===== src/rtl/ibex_register_file_mp_sb_pkg.sv =====
// Shared constants and helpers for the multi-port scoreboarded register file.
package ibex_rf_pkg;

  localparam int unsigned RF_ADDR_W_E = 4;
  localparam int unsigned RF_ADDR_W_I = 5;

  function automatic int unsigned rf_num_words(input bit rv32e);
    return rv32e ? (32'd1 << RF_ADDR_W_E) : (32'd1 << RF_ADDR_W_I);
  endfunction

endpackage


===== src/rtl/ibex_register_file_mp_sb_wr_select.sv =====
// Picks the highest-index enabled write port whose address matches addr_i.
module ibex_rf_wr_select
  import ibex_rf_pkg::*;
#(
  parameter int unsigned NumWritePorts = 2,
  parameter int unsigned DataWidth     = 32
) (
  input  logic [RF_ADDR_W_I-1:0]               addr_i,
  input  logic [NumWritePorts*RF_ADDR_W_I-1:0] waddr_i,
  input  logic [NumWritePorts*DataWidth-1:0]   wdata_i,
  input  logic [NumWritePorts-1:0]             we_i,
  output logic [NumWritePorts-1:0]             strobe_o,
  output logic [DataWidth-1:0]                 data_o
);

  always_comb begin
    // NOTE: every output gets a default before the loop so no path infers a latch.
    strobe_o = '0;
    data_o   = '0;
    for (int unsigned i = 0; i < NumWritePorts; i++) begin
      if (we_i[i] && (waddr_i[i*RF_ADDR_W_I +: RF_ADDR_W_I] == addr_i)) begin
        strobe_o    = '0;
        strobe_o[i] = 1'b1;
        data_o      = wdata_i[i*DataWidth +: DataWidth];
      end
    end
  end

endmodule


===== src/rtl/ibex_register_file_mp_sb.sv =====
// Flop-based multi-port integer register file with per-register pending bits,
// optional write-through bypass and a registered protocol-error pulse.
module ibex_register_file_mp_sb
  import ibex_rf_pkg::*;
#(
  parameter bit                   RV32E         = 1'b0,
  parameter int unsigned          DataWidth     = 32,
  parameter int unsigned          NumReadPorts  = 2,
  parameter int unsigned          NumWritePorts = 2,
  parameter bit                   WriteThrough  = 1'b1,
  parameter logic [DataWidth-1:0] WordZeroVal   = '0
) (
  input  logic                               clk_i,
  input  logic                               rst_i,
  input  logic [NumReadPorts*5-1:0]          raddr_i,
  output logic [NumReadPorts*DataWidth-1:0]  rdata_o,
  output logic [NumReadPorts-1:0]            rvalid_o,
  input  logic [NumWritePorts*5-1:0]         waddr_i,
  input  logic [NumWritePorts*DataWidth-1:0] wdata_i,
  input  logic [NumWritePorts-1:0]           we_i,
  input  logic                               issue_i,
  input  logic [4:0]                         issue_addr_i,
  output logic                               err_o
);

  localparam int unsigned NumWords = rf_num_words(RV32E);
  localparam int unsigned AW       = RF_ADDR_W_I;

  typedef struct packed {
    logic [DataWidth-1:0] val;
    logic                 pending;
  } rf_entry_t;

  localparam rf_entry_t ResetEntry = '{val: WordZeroVal, pending: 1'b0};

  rf_entry_t rf_words [32];
  logic      err_d, err_q;

  function automatic logic addr_valid(input logic [AW-1:0] a);
    return (a != '0) && !(RV32E && a[AW-1]);
  endfunction

  // x0 and addresses beyond the implemented words read as constant, never-pending entries.
  assign rf_words[0] = ResetEntry;
  for (genvar r = NumWords; r < 32; r++) begin : g_unimpl
    assign rf_words[r] = ResetEntry;
  end

  for (genvar r = 1; r < NumWords; r++) begin : g_reg
    logic [NumWritePorts-1:0] strobe;
    logic [DataWidth-1:0]     wdata;
    logic                     issue_hit;
    rf_entry_t                entry_d, entry_q;

    ibex_rf_wr_select #(
      .NumWritePorts(NumWritePorts),
      .DataWidth    (DataWidth)
    ) u_wr_select (
      .addr_i  (AW'(r)),
      .waddr_i (waddr_i),
      .wdata_i (wdata_i),
      .we_i    (we_i),
      .strobe_o(strobe),
      .data_o  (wdata)
    );

    assign issue_hit = issue_i && (issue_addr_i == AW'(r));

    always_comb begin
      entry_d = entry_q;
      if (|strobe) begin
        entry_d.val     = wdata;
        entry_d.pending = 1'b0;
      end
      if (issue_hit) entry_d.pending = 1'b1;
    end

    always_ff @(posedge clk_i) begin
      // NOTE: state uses non-blocking assignment; the data words are reset too,
      // since this is a flop array rather than a RAM and post-reset reads must be defined.
      if (rst_i) entry_q <= ResetEntry;
      else       entry_q <= entry_d;
    end

    assign rf_words[r] = entry_q;
  end

  for (genvar p = 0; p < NumReadPorts; p++) begin : g_rd
    logic [AW-1:0]            ra;
    logic [NumWritePorts-1:0] byp_strobe;
    logic [DataWidth-1:0]     byp_data;
    logic [DataWidth-1:0]     rd_data;
    logic                     rd_valid;

    assign ra = raddr_i[p*AW +: AW];

    ibex_rf_wr_select #(
      .NumWritePorts(NumWritePorts),
      .DataWidth    (DataWidth)
    ) u_byp_select (
      .addr_i  (ra),
      .waddr_i (waddr_i),
      .wdata_i (wdata_i),
      .we_i    (we_i),
      .strobe_o(byp_strobe),
      .data_o  (byp_data)
    );

    always_comb begin
      if (!addr_valid(ra)) begin
        rd_data  = WordZeroVal;
        rd_valid = 1'b1;
      end else if (WriteThrough && (|byp_strobe)) begin
        rd_data  = byp_data;
        rd_valid = 1'b1;
      end else begin
        rd_data  = rf_words[ra].val;
        rd_valid = !rf_words[ra].pending;
      end
    end

    assign rdata_o[p*DataWidth +: DataWidth] = rd_data;
    assign rvalid_o[p]                       = rd_valid;
  end

  // Collision, out-of-range write, double issue and write to a non-pending register.
  always_comb begin
    err_d = 1'b0;
    for (int unsigned i = 0; i < NumWritePorts; i++) begin
      if (we_i[i]) begin
        if (RV32E && waddr_i[i*AW + AW - 1]) begin
          err_d = 1'b1;
        end else if ((waddr_i[i*AW +: AW] != '0) &&
                     !rf_words[waddr_i[i*AW +: AW]].pending &&
                     !(issue_i && (issue_addr_i == waddr_i[i*AW +: AW]))) begin
          err_d = 1'b1;
        end
        for (int unsigned j = i + 1; j < NumWritePorts; j++) begin
          if (we_i[j] && (waddr_i[j*AW +: AW] == waddr_i[i*AW +: AW]) &&
              (waddr_i[i*AW +: AW] != '0)) begin
            err_d = 1'b1;
          end
        end
      end
    end
    if (issue_i && addr_valid(issue_addr_i) && rf_words[issue_addr_i].pending) err_d = 1'b1;
  end

  always_ff @(posedge clk_i) begin
    if (rst_i) err_q <= 1'b0;
    else       err_q <= err_d;
  end

  assign err_o = err_q;

endmodule


===== config.mk =====
export PLATFORM = sky130hd
export DESIGN_NAME = ibex_register_file_mp_sb
export DESIGN_NICKNAME = d
export VERILOG_FILES = /design/src/rtl/ibex_register_file_mp_sb_pkg.sv /design/src/rtl/ibex_register_file_mp_sb_wr_select.sv /design/src/rtl/ibex_register_file_mp_sb.sv
export SDC_FILE = /design/constraint.sdc
export NUM_CORES = 2
export LEC_CHECK = 0
export ABC_CLOCK_PERIOD_IN_PS = 5100
export CAP_MARGIN = 30
export CORE_MARGIN = 2
export CORE_UTILIZATION = 50
export DETAILED_ROUTE_END_ITERATION = 8
export PLACE_DENSITY = 0.72
export SYNTH_ARGS = -nofsm -noshare
export SYNTH_HDL_FRONTEND = slang
export SYNTH_SLANG_ARGS = --single-unit

===== constraint.sdc =====
create_clock -name clk_i -period 5.1 [get_ports clk_i]
set_input_delay 0.51 -clock clk_i [delete_from_list [all_inputs] [get_ports clk_i]]
set_output_delay 0.51 -clock clk_i [all_outputs]
set_load 0.005 [all_outputs]

==> results.toml <==
[synthesis]
yosysWarnings = 0
syn_avg_cell_area_sq_um = 9.38
ys_seq_elements = 1024
ys_types = 55
synthFlopType = "dfxtp_1"
syn-num-nets = 6973
ys_seq_area_share_pct = 31.8
syn_area_sq_mm = 0.0645
synth_top_area_share_pct = 31.8
synth_edf_count = 0
yosys-top-cells-area = "dfxtp_1, mux4_2, mux2i_1"
async_reset_ff_share_pct = 0
syn_inst = 6879
synth.largest_area_cell = "dfxtp_1"

[die]
die_w_microns = 363
die_area_sq_mm = 0.132
start_util_pct = 50.5
die_height_microns = 363
rows = 131
io_pins = 161
core-area_sq_mm = 0.128

[setup_path]
worstPathMaxFanout = 43
critPathLaunchType = "primary input"
criticalPathCategory = "primary input to primary output"
cp-end-kind = "primary output"
crit_required_ns = 4.59
cp_slowest_cell = "nand3_4"
path_cells = "clkdlybuf4s50_1 -> xor2_1 -> nor4_1 -> nand3_4 -> buf_4 -> nand2_1 -> o22a_1 -> a32o_1 -> clkdlybuf4s50_1"
slowest_delay_ns = 0.70
critPathMostFrequentCell = "clkdlybuf4s50_1"
cp_data_arrival_time_ns = 4.33

[routing]
remaining_drc_errors = 0
drt_iter0_drc = 10853
drt_first_pass_iters = 7
wl_per_cell_microns = 33.0
wirelength_microns = 271000
num_vias = 61939
final_antenna_net_count = 0
vias_per_cell = 7.55

[finish]
fin_nets = 6531
filler_cell_count = 10773
seqCellArea_sq_mm = 0.0205
area_growth_pct = 10.3
drive_gt1_share_pct = 18.3
multi_input_area_sq_mm = 0.0402
stdcell_area_sq_mm = 0.0712

[status]
outcome = "complete, no violations"

[timing]
setup-tns-final_ns = 0
finalHoldViolations = 0
max_slew_margin_pct = 22.5
tightest_slew_ns = 1.16
fin_crit_sh_pct = 94.9
setup_viol = 0
max_clock_freq_ghz = 0.207
rsz0062_at_grt = "false"
clock_skew_ns = 0.00797
min_period_ns = 4.84
slew_violations = 0

[power]
peakVddDrop_v = 0.000242
internal_power_w = 0.0140
pwr-share-clk_pct = 44.5
combPwrFrac_pct = 12.9
leakage_nw = 22.7
share_seq_of_total_power_pct = 42.6
p_per_area_mw_per_mm2 = 273
swShare_pct = 28.2
p_sw_w = 0.00547

[worst_hold_path]
hp-class = "primary input to flop"

[cts]
cts_buffers = 110
clock-root-buffer = "clkbuf_16"
hold_buffers = 0
cts.sinks = 1024
clock_latency_ns = 0.76
post_cts.repair.setup_buffers = 0
cts_tree = "done"
cts-htree-levels = 3
clk_pin_slew_ns = 0.06
cts_buffer_depth = 3
cts.repair.resized = 0

[place]
gp_congestion = 0.955
postPlaceCellArea_sq_mm = 0.0670
io_buffer_count = 160
dpl.hpwl_microns = 156000

[global_route]
grt_busiest_layer = "met2"
met1_usage_pct = 50.2
grt_max_degree = 147
grt_pass1_vias = 59277
grt-ovfl-total = 0
antenna_found_initial = 10
grt_util_all_layers_pct = 39.9
grt.met3_usage_pct = 15.1
use_met2_pct = 56.1
grt_first_pass_wirelength_microns = 395000

[run]
maxCapViolCount = 0
## worst paths after layout
check,startpoint,end,slack (ns),depth (start not counted)
worst max-delay path,waddr_i[1],rdata_o[56],0.26,9
worst min-delay path,rst_i,g_reg[23].entry_q[32],0.40,2
worst max register to register,g_reg[22].entry_q[0],err_o,3.20,5
worst min register to register,g_reg[6].entry_q[14],g_reg[6].entry_q[14],0.49,2
## critical path, delay by kind of cell
kind | cells | cell delay (ns)
buf+inv | 3 | 1.66
xor+xnor | 1 | 0.28
compound gates | 2 | 0.38
simple gates | 3 | 1.47
## synthesized netlist by cell type, drive strengths merged, types with 5 or more instances
cell type and count:
xnor2 11, a22oi 25, o22a 7, a211oi 624
nor3 56, a221oi 49, nand3b 14, nand2 527
nor4 9, o31ai 8, a311oi 385, a22o 19
mux2 87, xor2 24, nor2b 28, nand3 396
o32ai 17, a21oi 38, dfxtp 1024, buf 305
nand4 5, a2111oi 16, nand2b 16, a211o 7
mux2i 705, o22ai 25, o21ai 85, mux4 535
nor2 1084, a32o 7, and3 8, a32oi 12
clkbuf 695
## per-layer routing
layer | up-vias | part of all wire (%)
met5 | - | 0.017
met4 | 8 | 8.4
met3 | 1471 | 17
met2 | 5757 | 41
met1 | 29662 | 34
li1 | 25041 | -
## sequential cells by signal, summed over array words and instances, names as in the netlist
| name | flops |
|---|---|
| err_o | 1 |
| g.entry_q | 1023 |
## area by class of cell
class	instances	area share (%)
antenna	6	0.0211
clock buffer	163	4.64
clock inverter	46	0.747
inverter	3	0.0193
multi-input combinational	4852	56.4
sequential	1024	28.8
tap	1662	2.92
timing repair buffer	446	6.45
## layout by cell type (no fill, tap or decap), types with 21 or more instances in the layout
master and n:
a211oi_1 624, a21oi_1 38, a221oi_1 49, a22oi_1 25
a311oi_1 385, buf_12 50, buf_4 224, clkbuf_16 111
clkbuf_8 33, clkdlybuf4s50_1 148, clkinv_2 25, dfxtp_1 1024
mux2_2 87, mux2i_1 705, mux4_2 535, nand2_1 483
nand2_4 25, nand3_1 395, nor2_1 1062, nor2_4 21
nor2b_1 22, nor3_1 55, o21ai_0 72, o22ai_1 25
xor2_1 24
## power groups by stage
stage | registers, W | logic (W) | clock network [W]
finish | 0.00828 | 0.00251 | 0.00865
global route | 0.00829 | 0.00255 | 0.00888
CTS | 0.00827 | 0.00239 | 0.00859
detailed placement | 0.00844 | 0.00238 | 0
global placement | 0.00843 | 0.00235 | 0
floorplan | 0.00841 | 0.00152 | 0
## cell families after synthesis
group,share of synthesized area [%]
XOR/XNOR,0.475
buffers and inverters,6.74
AND/OR/NAND/NOR,13.9
multiplexers,31.1
flip-flops,31.8
AO/OA/AOI/OAI,16.0
## per-stage QoR
stage	power [W]	worst slack, ns	instances	hold WS (ns)	utilization, %
floorplan	0.00992	2.25	6879	0.465	-
global placement	0.0108	0.430	7959	0.475	52.2
detailed placement	0.0108	0.380	7973	0.482	52.4
CTS	0.0192	0.373	8182	0.392	55.4
global route	0.0197	0.142	8197	0.450	55.7
finish	0.0194	0.258	8202	0.401	55.7
Note: power is estimated with default switching activity, not from simulation.
